[src/rtl/load_tag_buffer_if.sv]
// Load-issue, cache-response and writeback signals shared between the load unit,
// the data cache and the load tag buffer.
interface load_tag_buffer_if #(
  parameter int XLEN          = 32,
  parameter int TRANS_ID_BITS = 2,
  parameter int TAG_BITS      = 1
);
  localparam int OFF_W = $clog2(XLEN/8);

  logic                     req_valid_i;
  logic                     req_ready_o;
  logic [TRANS_ID_BITS-1:0] req_trans_id_i;
  logic [OFF_W-1:0]         req_offset_i;
  logic [1:0]               req_size_i;
  logic                     req_signed_i;
  logic [TAG_BITS-1:0]      req_tag_o;

  logic                     rsp_valid_i;
  logic [TAG_BITS-1:0]      rsp_tag_i;
  logic [XLEN-1:0]          rsp_data_i;

  logic                     result_valid_o;
  logic [TRANS_ID_BITS-1:0] result_trans_id_o;
  logic [XLEN-1:0]          result_o;

  modport slave (
    input  req_valid_i, req_trans_id_i, req_offset_i, req_size_i, req_signed_i,
    input  rsp_valid_i, rsp_tag_i, rsp_data_i,
    output req_ready_o, req_tag_o,
    output result_valid_o, result_trans_id_o, result_o
  );

  modport master (
    output req_valid_i, req_trans_id_i, req_offset_i, req_size_i, req_signed_i,
    output rsp_valid_i, rsp_tag_i, rsp_data_i,
    input  req_ready_o, req_tag_o,
    input  result_valid_o, result_trans_id_o, result_o
  );
endinterface

[src/rtl/load_tag_buffer.sv]
// Tracks in-flight loads by cache tag, matches out-of-order responses to their
// metadata and produces a registered, aligned and extended writeback result.
module load_tag_buffer #(
  parameter int NR_ENTRIES    = 2,
  parameter int XLEN          = 32,
  parameter int TRANS_ID_BITS = 2,
  parameter int TAG_BITS      = (NR_ENTRIES > 1) ? $clog2(NR_ENTRIES) : 1
) (
  input  logic               clk_i,
  input  logic               rst_ni,
  input  logic               flush_i,
  load_tag_buffer_if.slave   bus,
  output logic [TAG_BITS:0]  count_o,
  output logic               empty_o
);
  localparam int OFF_W = $clog2(XLEN/8);

  logic [NR_ENTRIES-1:0]    valid_q, valid_d;
  logic [NR_ENTRIES-1:0]    killed_q, killed_d;
  logic [TRANS_ID_BITS-1:0] tid_q  [NR_ENTRIES];
  logic [TRANS_ID_BITS-1:0] tid_d  [NR_ENTRIES];
  logic [OFF_W-1:0]         off_q  [NR_ENTRIES];
  logic [OFF_W-1:0]         off_d  [NR_ENTRIES];
  logic [1:0]               size_q [NR_ENTRIES];
  logic [1:0]               size_d [NR_ENTRIES];
  logic                     sgn_q  [NR_ENTRIES];
  logic                     sgn_d  [NR_ENTRIES];

  logic                     result_valid_q, result_valid_d;
  logic [TRANS_ID_BITS-1:0] result_tid_q, result_tid_d;
  logic [XLEN-1:0]          result_q, result_d;

  logic                     free_found;
  logic [TAG_BITS-1:0]      free_idx;
  logic [TAG_BITS:0]        count_c;
  logic                     req_ready;
  logic                     alloc;
  logic                     rsp_live, rsp_hit;
  logic                     sel_killed;
  logic [TRANS_ID_BITS-1:0] sel_tid;
  logic [OFF_W-1:0]         sel_off;
  logic [1:0]               sel_size;
  logic                     sel_sgn;

  // Shift the addressed field down, keep 8/16/32/64 bits and fill the rest.
  function automatic logic [XLEN-1:0] extend(input logic [XLEN-1:0] raw,
                                             input logic [OFF_W-1:0] off,
                                             input logic [1:0]       size,
                                             input logic             sgn);
    logic [XLEN-1:0] sh;
    logic [XLEN-1:0] mask;
    logic [XLEN-1:0] res;
    logic            msb;
    sh = raw >> {off, 3'b000};
    case (size)
      2'd0:    begin mask = ~({XLEN{1'b1}} << 8);  msb = sh[7];      end
      2'd1:    begin mask = ~({XLEN{1'b1}} << 16); msb = sh[15];     end
      2'd2:    begin mask = ~({XLEN{1'b1}} << 32); msb = sh[31];     end
      default: begin mask = {XLEN{1'b1}};          msb = sh[XLEN-1]; end
    endcase
    res = sh & mask;
    if (sgn && msb) res = res | ~mask;
    return res;
  endfunction

  always_comb begin
    free_found = 1'b0;
    free_idx   = '0;
    count_c    = '0;
    for (int i = NR_ENTRIES - 1; i >= 0; i--) begin
      if (!valid_q[i]) begin
        free_found = 1'b1;
        free_idx   = TAG_BITS'(i);
      end
      count_c = count_c + (TAG_BITS+1)'(valid_q[i]);
    end
  end

  assign req_ready = free_found && !flush_i;
  assign alloc     = bus.req_valid_i && req_ready;

  always_comb begin
    rsp_live   = 1'b0;
    sel_killed = 1'b0;
    sel_tid    = '0;
    sel_off    = '0;
    sel_size   = '0;
    sel_sgn    = 1'b0;
    for (int i = 0; i < NR_ENTRIES; i++) begin
      if (bus.rsp_tag_i == TAG_BITS'(i)) begin
        rsp_live   = valid_q[i];
        sel_killed = killed_q[i];
        sel_tid    = tid_q[i];
        sel_off    = off_q[i];
        sel_size   = size_q[i];
        sel_sgn    = sgn_q[i];
      end
    end
  end

  assign rsp_hit = bus.rsp_valid_i && rsp_live;

  // A flush kills every live entry; the response path still frees them later.
  always_comb begin
    valid_d  = valid_q;
    killed_d = flush_i ? (killed_q | valid_q) : killed_q;
    for (int i = 0; i < NR_ENTRIES; i++) begin
      tid_d[i]  = tid_q[i];
      off_d[i]  = off_q[i];
      size_d[i] = size_q[i];
      sgn_d[i]  = sgn_q[i];
      if (rsp_hit && bus.rsp_tag_i == TAG_BITS'(i)) begin
        valid_d[i]  = 1'b0;
        killed_d[i] = 1'b0;
      end
      if (alloc && free_idx == TAG_BITS'(i)) begin
        valid_d[i]  = 1'b1;
        killed_d[i] = 1'b0;
        tid_d[i]    = bus.req_trans_id_i;
        off_d[i]    = bus.req_offset_i;
        size_d[i]   = bus.req_size_i;
        sgn_d[i]    = bus.req_signed_i;
      end
    end
  end

  always_comb begin
    result_valid_d = rsp_hit && !sel_killed && !flush_i;
    result_tid_d   = result_tid_q;
    result_d       = result_q;
    if (result_valid_d) begin
      result_tid_d = sel_tid;
      result_d     = extend(bus.rsp_data_i, sel_off, sel_size, sel_sgn);
    end
  end

  always_ff @(posedge clk_i or negedge rst_ni) begin
    if (!rst_ni) begin
      valid_q        <= '0;
      killed_q       <= '0;
      result_valid_q <= 1'b0;
      result_tid_q   <= '0;
      result_q       <= '0;
    end else begin
      valid_q        <= valid_d;
      killed_q       <= killed_d;
      result_valid_q <= result_valid_d;
      result_tid_q   <= result_tid_d;
      result_q       <= result_d;
    end
  end

  // Metadata is only meaningful while its valid bit is set, so it needs no reset.
  always_ff @(posedge clk_i) begin
    tid_q  <= tid_d;
    off_q  <= off_d;
    size_q <= size_d;
    sgn_q  <= sgn_d;
  end

  assign bus.req_ready_o       = req_ready;
  assign bus.req_tag_o         = free_idx;
  assign bus.result_valid_o    = result_valid_q;
  assign bus.result_trans_id_o = result_tid_q;
  assign bus.result_o          = result_q;
  assign count_o               = count_c;
  assign empty_o               = (count_c == '0);

  rsp_to_free_entry: assert property (@(posedge clk_i) disable iff (!rst_ni)
    bus.rsp_valid_i |-> rsp_live)
    else $error("response for tag %0d which has no outstanding load", bus.rsp_tag_i);

endmodule

[src/flat_wrapper.sv]
// flat-port wrapper written by rule: the top's interface ports become plain ports
module load_tag_buffer_flat 
#(
  parameter int NR_ENTRIES    = 2,
  parameter int XLEN          = 32,
  parameter int TRANS_ID_BITS = 2,
  parameter int TAG_BITS      = (NR_ENTRIES > 1) ? $clog2(NR_ENTRIES) : 1
)
  (clk_i, rst_ni, flush_i, count_o, empty_o, bus_req_valid_i, bus_req_trans_id_i, bus_req_offset_i, bus_req_size_i, bus_req_signed_i, bus_rsp_valid_i, bus_rsp_tag_i, bus_rsp_data_i, bus_req_ready_o, bus_req_tag_o, bus_result_valid_o, bus_result_trans_id_o, bus_result_o);
  load_tag_buffer_if #(.XLEN(XLEN), .TRANS_ID_BITS(TRANS_ID_BITS), .TAG_BITS(TAG_BITS)) bus_i ();
  input  logic clk_i;
  input  logic rst_ni;
  input  logic flush_i;
  output logic [TAG_BITS:0] count_o;
  output logic empty_o;
  input wire logic [$bits(bus_i.req_valid_i)-1:0] bus_req_valid_i;
  input wire logic [$bits(bus_i.req_trans_id_i)-1:0] bus_req_trans_id_i;
  input wire logic [$bits(bus_i.req_offset_i)-1:0] bus_req_offset_i;
  input wire logic [$bits(bus_i.req_size_i)-1:0] bus_req_size_i;
  input wire logic [$bits(bus_i.req_signed_i)-1:0] bus_req_signed_i;
  input wire logic [$bits(bus_i.rsp_valid_i)-1:0] bus_rsp_valid_i;
  input wire logic [$bits(bus_i.rsp_tag_i)-1:0] bus_rsp_tag_i;
  input wire logic [$bits(bus_i.rsp_data_i)-1:0] bus_rsp_data_i;
  output wire logic [$bits(bus_i.req_ready_o)-1:0] bus_req_ready_o;
  output wire logic [$bits(bus_i.req_tag_o)-1:0] bus_req_tag_o;
  output wire logic [$bits(bus_i.result_valid_o)-1:0] bus_result_valid_o;
  output wire logic [$bits(bus_i.result_trans_id_o)-1:0] bus_result_trans_id_o;
  output wire logic [$bits(bus_i.result_o)-1:0] bus_result_o;
  assign bus_i.req_valid_i = bus_req_valid_i;
  assign bus_i.req_trans_id_i = bus_req_trans_id_i;
  assign bus_i.req_offset_i = bus_req_offset_i;
  assign bus_i.req_size_i = bus_req_size_i;
  assign bus_i.req_signed_i = bus_req_signed_i;
  assign bus_i.rsp_valid_i = bus_rsp_valid_i;
  assign bus_i.rsp_tag_i = bus_rsp_tag_i;
  assign bus_i.rsp_data_i = bus_rsp_data_i;
  assign bus_req_ready_o = bus_i.req_ready_o;
  assign bus_req_tag_o = bus_i.req_tag_o;
  assign bus_result_valid_o = bus_i.result_valid_o;
  assign bus_result_trans_id_o = bus_i.result_trans_id_o;
  assign bus_result_o = bus_i.result_o;
  load_tag_buffer #(.NR_ENTRIES(NR_ENTRIES), .XLEN(XLEN), .TRANS_ID_BITS(TRANS_ID_BITS), .TAG_BITS(TAG_BITS)) u_core (.clk_i(clk_i), .rst_ni(rst_ni), .flush_i(flush_i), .bus(bus_i), .count_o(count_o), .empty_o(empty_o));
endmodule
[config.mk]
export PLATFORM = sky130hd
export DESIGN_NAME = load_tag_buffer_flat
export DESIGN_NICKNAME = d
export VERILOG_FILES = /design/src/rtl/load_tag_buffer_if.sv /design/src/rtl/load_tag_buffer.sv /design/src/flat_wrapper.sv
export SDC_FILE = /design/constraint.sdc
export NUM_CORES = 1
export LEC_CHECK = 0
export BUFFER_PORTS_ARGS = -buffer_cell sky130_fd_sc_hd__buf_2
export CELL_PAD_IN_SITES_DETAIL_PLACEMENT = 1
export CELL_PAD_IN_SITES_GLOBAL_PLACEMENT = 1
export CORE_ASPECT_RATIO = 0.6
export CORE_MARGIN = 2
export CORE_UTILIZATION = 25
export DETAILED_ROUTE_END_ITERATION = 12
export GPL_ROUTABILITY_DRIVEN = 0
export HOLD_SLACK_MARGIN = 0.1
export PLACE_DENSITY = 0.64
export SETUP_SLACK_MARGIN = 0.02
export SLEW_MARGIN = 5
export SYNTH_ARGS = -nofsm -noshare
export SYNTH_HDL_FRONTEND = slang
export SYNTH_SLANG_ARGS = --single-unit
export TNS_END_PERCENT = 5
[constraint.sdc]
create_clock -name clk_i -period 2.29 [get_ports clk_i]
set_clock_uncertainty 0.15 [all_clocks]
set_input_delay 0 -clock clk_i [delete_from_list [all_inputs] [get_ports clk_i]]
set_output_delay 0 -clock clk_i [all_outputs]
set_load 0.02 [all_outputs]
==> impl_metrics.yaml <==
synth:
  yosysUniqueCellTypes: 44
  synthDominantCellAreaShare: 0.363
  asyncSetResetFlopFracSynth: 0.736
  synthesis.yosys.warnings: 0
  ys_ff_latch: 53
  postSynth.topFlopCell: "sky130_fd_sc_hd__dfrtp_1"
  syn_inst: 242
  syn-num-nets: 290
  synthDominantAreaCellType: "sky130_fd_sc_hd__dfrtp_1"
  synth_area_per_cell_sq_um: 11.1
  synth-edff-count: 14
  mappedNetlistArea_sq_um: 2690
  synth_area_leaders: "sky130_fd_sc_hd__dfrtp_1 36%, sky130_fd_sc_hd__edfxtp_1 16%, sky130_fd_sc_hd__mux2i_1 6.7%, sky130_fd_sc_hd__nand2_1 6.4%, sky130_fd_sc_hd__mux2_2 3.8%"
  share_of_the_yosys_chip_area_belonging_to_registers: 0.520
global_route:
  grt_pass1_vias: 2452
  overflow: 0
  grt_pass1_wl_mm: 13.9
  largest_net_degree_at_the_start_of_global_routing: 40
  antenna_found_initial: 1
  grt_util_all_layers: 0.160
power:
  power.share.clock: 0.201
  netSwitchingPower_mw: 1.49
  power_density_nw_per_um2: 973
  pleak_nw: 1.85
  max-vdd-ir-drop_mv: 0.530
  share_seq_of_total_power: 0.403
  cell_internal_pwr_mw: 2.27
  switching_share: 0.396
  p_comb_frac: 0.396
critical_path:
  reg2reg_from: "u_core.off_q[0]$_DFFE_PP_"
  cpMostUsedCell: "sky130_fd_sc_hd__mux2i_4"
  cp-start-kind: "flop"
  cpMaxStageDelayCell: "sky130_fd_sc_hd__edfxtp_1"
  cpPeakStageDelay_ns: 0.50
  crit_chain: "mux2i_4, mux2i_4, o22ai_2, o31ai_4, buf_6, o211ai_1"
  reg2regPathDepth: 6
  timing_worst_setup_path_type: "reg2reg"
  r2r_setup_slack_ns: 0.14
  arrival_ns: 2.16
  regToRegEndpoint: "u_core.bus.result_o[20]$_DFFE_PN0P_"
  end_kind: "flop"
  cp_max_fo: 16
  critPathRequiredTime_ns: 2.30
sta:
  grt_setup_unrepaired: "yes"
  fmax_mhz: 465
  final-setup-viol-count: 0
  fin_setup_tns_ns: 0
  timing.max_slew.rel_slack: 0.378
  timing.final.crit_share: 0.940
  tightestPinTransition_ns: 0.933
  post-route-min-period_ns: 2.15
  finalHoldViolCount: 0
  finalHoldWorstSlack_ns: 0.138
  number_of_max_slew_violations_in_the_final_report: 0
detailed_routing:
  drtPass1Iterations: 4
  final_antenna_net_count: 0
  remaining_drc_errors: 0
  avgViaCountPerCell: 4.69
  routedWlPerCell_microns: 17.6
  totalWireLength_mm: 9.03
  dr_total_vias: 2403
  initialDrtViolationCount: 100
floorplanning:
  die_width_microns: 138
  floorplan.die.height_microns: 84.3
  die_area_sq_um: 11600
  ios: 85
  initial_core_utilization: 0.255
  fp-row-count: 29
  core_box_area_sq_um: 10500
final_layout:
  seq_area_sq_um: 1400
  layout.core_utilization: 0.367
  layout.filler_cells: 1210
  finalNetCount: 419
  drive_above_1_share: 0.339
  multi_input_area_sq_um: 1230
  layout-area-overhead-vs-synth_pct: 43.9
clocking:
  clock_insertion_delay_worst_skew_ns: 0.29
  cts_tree: "built"
  clkSinkCount: 53
  clock-root-buffer: "sky130_fd_sc_hd__clkbuf_16"
  max-clock-path-buffers: 2
  ctsHtreeMaxLevel: 2
  clk_pin_slew_worst_paths_ns: 0.07
  numCtsBuffers: 5
min_path:
  hp-class: "in2reg"
  min_to: "u_core.valid_q[1]$_DFFE_PN0P_"
  worst_hold_startpoint: "bus_rsp_tag_i"
  min_delay_path_depth: 4
job:
  maxCapViolCount: 0
placement:
  detailedPlacementHpwl_mm: 6.34
  placement.io_buffers: 84
outcome:
  run_status: "finished, final reports clean"
## through the flow
stage / cells / setup slack, ns / total power, mW / area, sq um
6_report: 512 / 0.138 / 3.76 / 3860
5_1_grt: 512 / 0.00595 / 4.00 / 3860
4_1_cts: 511 / 0.0775 / 3.78 / 3830
3_5_place_dp: 461 / 0.106 / 2.97 / 3270
3_3_place_gp: 461 / 0.202 / 2.93 / 3270
2_1_floorplan: 242 / 0.180 / 2.39 / 2690
## repair_timing
item                                    in CTS  in global routing
endpoints found under the hold margin       88                  0
setup buffers                                0                  0
hold buffers                                42                  0
gates resized for setup                      0                  4
endpoints found under the setup margin       0                  7
## routing by layer
metal	vias to the layer above	global-route usage	share of wire
li1	1157	-	-
met2	57	0.234	0.44
met5	-	0	0
met3	14	0.0374	0.047
met4	0	0.0492	0.019
met1	1175	0.232	0.49
## layout make-up
cell class / count / area share
Antenna cell: 1 / 0.000648
Clock buffer: 6 / 0.0334
Clock inverter: 2 / 0.00259
Inverter: 5 / 0.00486
Multi-Input combinational cell: 172 / 0.318
Sequential cell: 53 / 0.361
Tap cell: 139 / 0.0450
Timing Repair Buffer: 134 / 0.234
## layout by cell type, fill, tap and decap left out, types with 3 or more instances in the layout
cell type / Yosys / final
sky130_fd_sc_hd__buf_2: 4 / 84
sky130_fd_sc_hd__nand2_1: 46 / 46
sky130_fd_sc_hd__dlygate4sd3_1: 0 / 42
sky130_fd_sc_hd__dfrtp_1: 39 / 39
sky130_fd_sc_hd__o21ai_0: 18 / 18
sky130_fd_sc_hd__mux2i_1: 18 / 17
sky130_fd_sc_hd__edfxtp_1: 14 / 14
sky130_fd_sc_hd__nand3_1: 13 / 13
sky130_fd_sc_hd__mux2_2: 9 / 9
sky130_fd_sc_hd__a22oi_1: 9 / 9
sky130_fd_sc_hd__o2bb2ai_1: 8 / 8
sky130_fd_sc_hd__buf_4: 0 / 7
sky130_fd_sc_hd__o211ai_1: 6 / 6
sky130_fd_sc_hd__clkbuf_16: 0 / 5
sky130_fd_sc_hd__inv_1: 3 / 3
sky130_fd_sc_hd__nand3b_1: 3 / 3
sky130_fd_sc_hd__a21oi_1: 3 / 3
sky130_fd_sc_hd__nand3_2: 3 / 3
sky130_fd_sc_hd__ha_1: 3 / 3
## critical path: cells and delay by family, from the launching register on
kind                   cells  cell delay [ns]
muxes                      2             0.65
DFF                        1             0.50
AOI/OAI and AO/OA          3             0.50
buffers and inverters      1             0.22
## synth_stat cells, types with 2 or more instances
library cell,n
sky130_fd_sc_hd__nand3_1,13
sky130_fd_sc_hd__a21oi_1,3
sky130_fd_sc_hd__o2bb2ai_1,8
sky130_fd_sc_hd__clkbuf_1,6
sky130_fd_sc_hd__a22oi_1,9
sky130_fd_sc_hd__o211ai_1,6
sky130_fd_sc_hd__o211ai_2,2
sky130_fd_sc_hd__nor2b_1,2
sky130_fd_sc_hd__buf_2,4
sky130_fd_sc_hd__o21ai_0,18
sky130_fd_sc_hd__mux2_2,9
sky130_fd_sc_hd__nor3_1,2
sky130_fd_sc_hd__ha_1,3
sky130_fd_sc_hd__nor3b_1,2
sky130_fd_sc_hd__or3b_2,2
sky130_fd_sc_hd__buf_6,2
sky130_fd_sc_hd__inv_1,3
sky130_fd_sc_hd__edfxtp_1,14
sky130_fd_sc_hd__mux2i_1,18
sky130_fd_sc_hd__a211oi_1,2
sky130_fd_sc_hd__nand3_2,3
sky130_fd_sc_hd__nand3b_1,3
sky130_fd_sc_hd__inv_2,2
sky130_fd_sc_hd__dfrtp_1,39
sky130_fd_sc_hd__a21o_1,2
sky130_fd_sc_hd__nand2_1,46
sky130_fd_sc_hd__nor2_1,2
## kinds of logic after synthesis
family / after synthesis / share of synthesized area
flip-flops: 53 / 0.520
multiplexers: 29 / 0.118
AO/OA/AOI/OAI: 58 / 0.161
AND/OR/NAND/NOR: 82 / 0.155
adder cells (fa/ha/maj): 3 / 0.0140
buffers and inverters: 17 / 0.0312
## state kept, by name, summed over array words and instances, names as in the netlist
register                      flops
u_core.bus.result_valid_o         1
u_core.bus.result_trans_id_o      2
u_core.sgn_q                      2
u_core.size_q                     4
u_core.killed_q                   2
u_core.valid_q                    2
u_core.bus.result_o              32
u_core.off_q                      4
u_core.tid_q                      4
## worst max path at each step
stage	endpoint	slack, ns	from	cells past startpoint
after global routing	u_core.bus.result_o[4]$_DFFE_PN0P_	0.006	u_core.off_q[0]$_DFFE_PP_	5
after detailed placement	u_core.bus.result_o[17]$_DFFE_PN0P_	0.11	u_core.size_q[1]$_DFFE_PP_	6
after floorplan	u_core.off_q[2]$_DFFE_PP_	0.18	u_core.valid_q[0]$_DFFE_PN0P_	4
final	u_core.bus.result_o[20]$_DFFE_PN0P_	0.14	u_core.off_q[0]$_DFFE_PP_	6
after global placement	u_core.bus.result_o[20]$_DFFE_PN0P_	0.20	u_core.off_q[0]$_DFFE_PP_	6
after CTS	u_core.bus.result_o[23]$_DFFE_PN0P_	0.08	u_core.size_q[1]$_DFFE_PP_	6
## power by group through the flow
stage	combinational, mW	sequential, mW	clock (mW)
after floorplan	0.571	1.82	0
after global placement	1.40	1.53	0
after detailed placement	1.43	1.54	0
after CTS	1.49	1.52	0.769
after global routing	1.62	1.56	0.819
final	1.49	1.52	0.757
(Power assumes the default switching activity.)
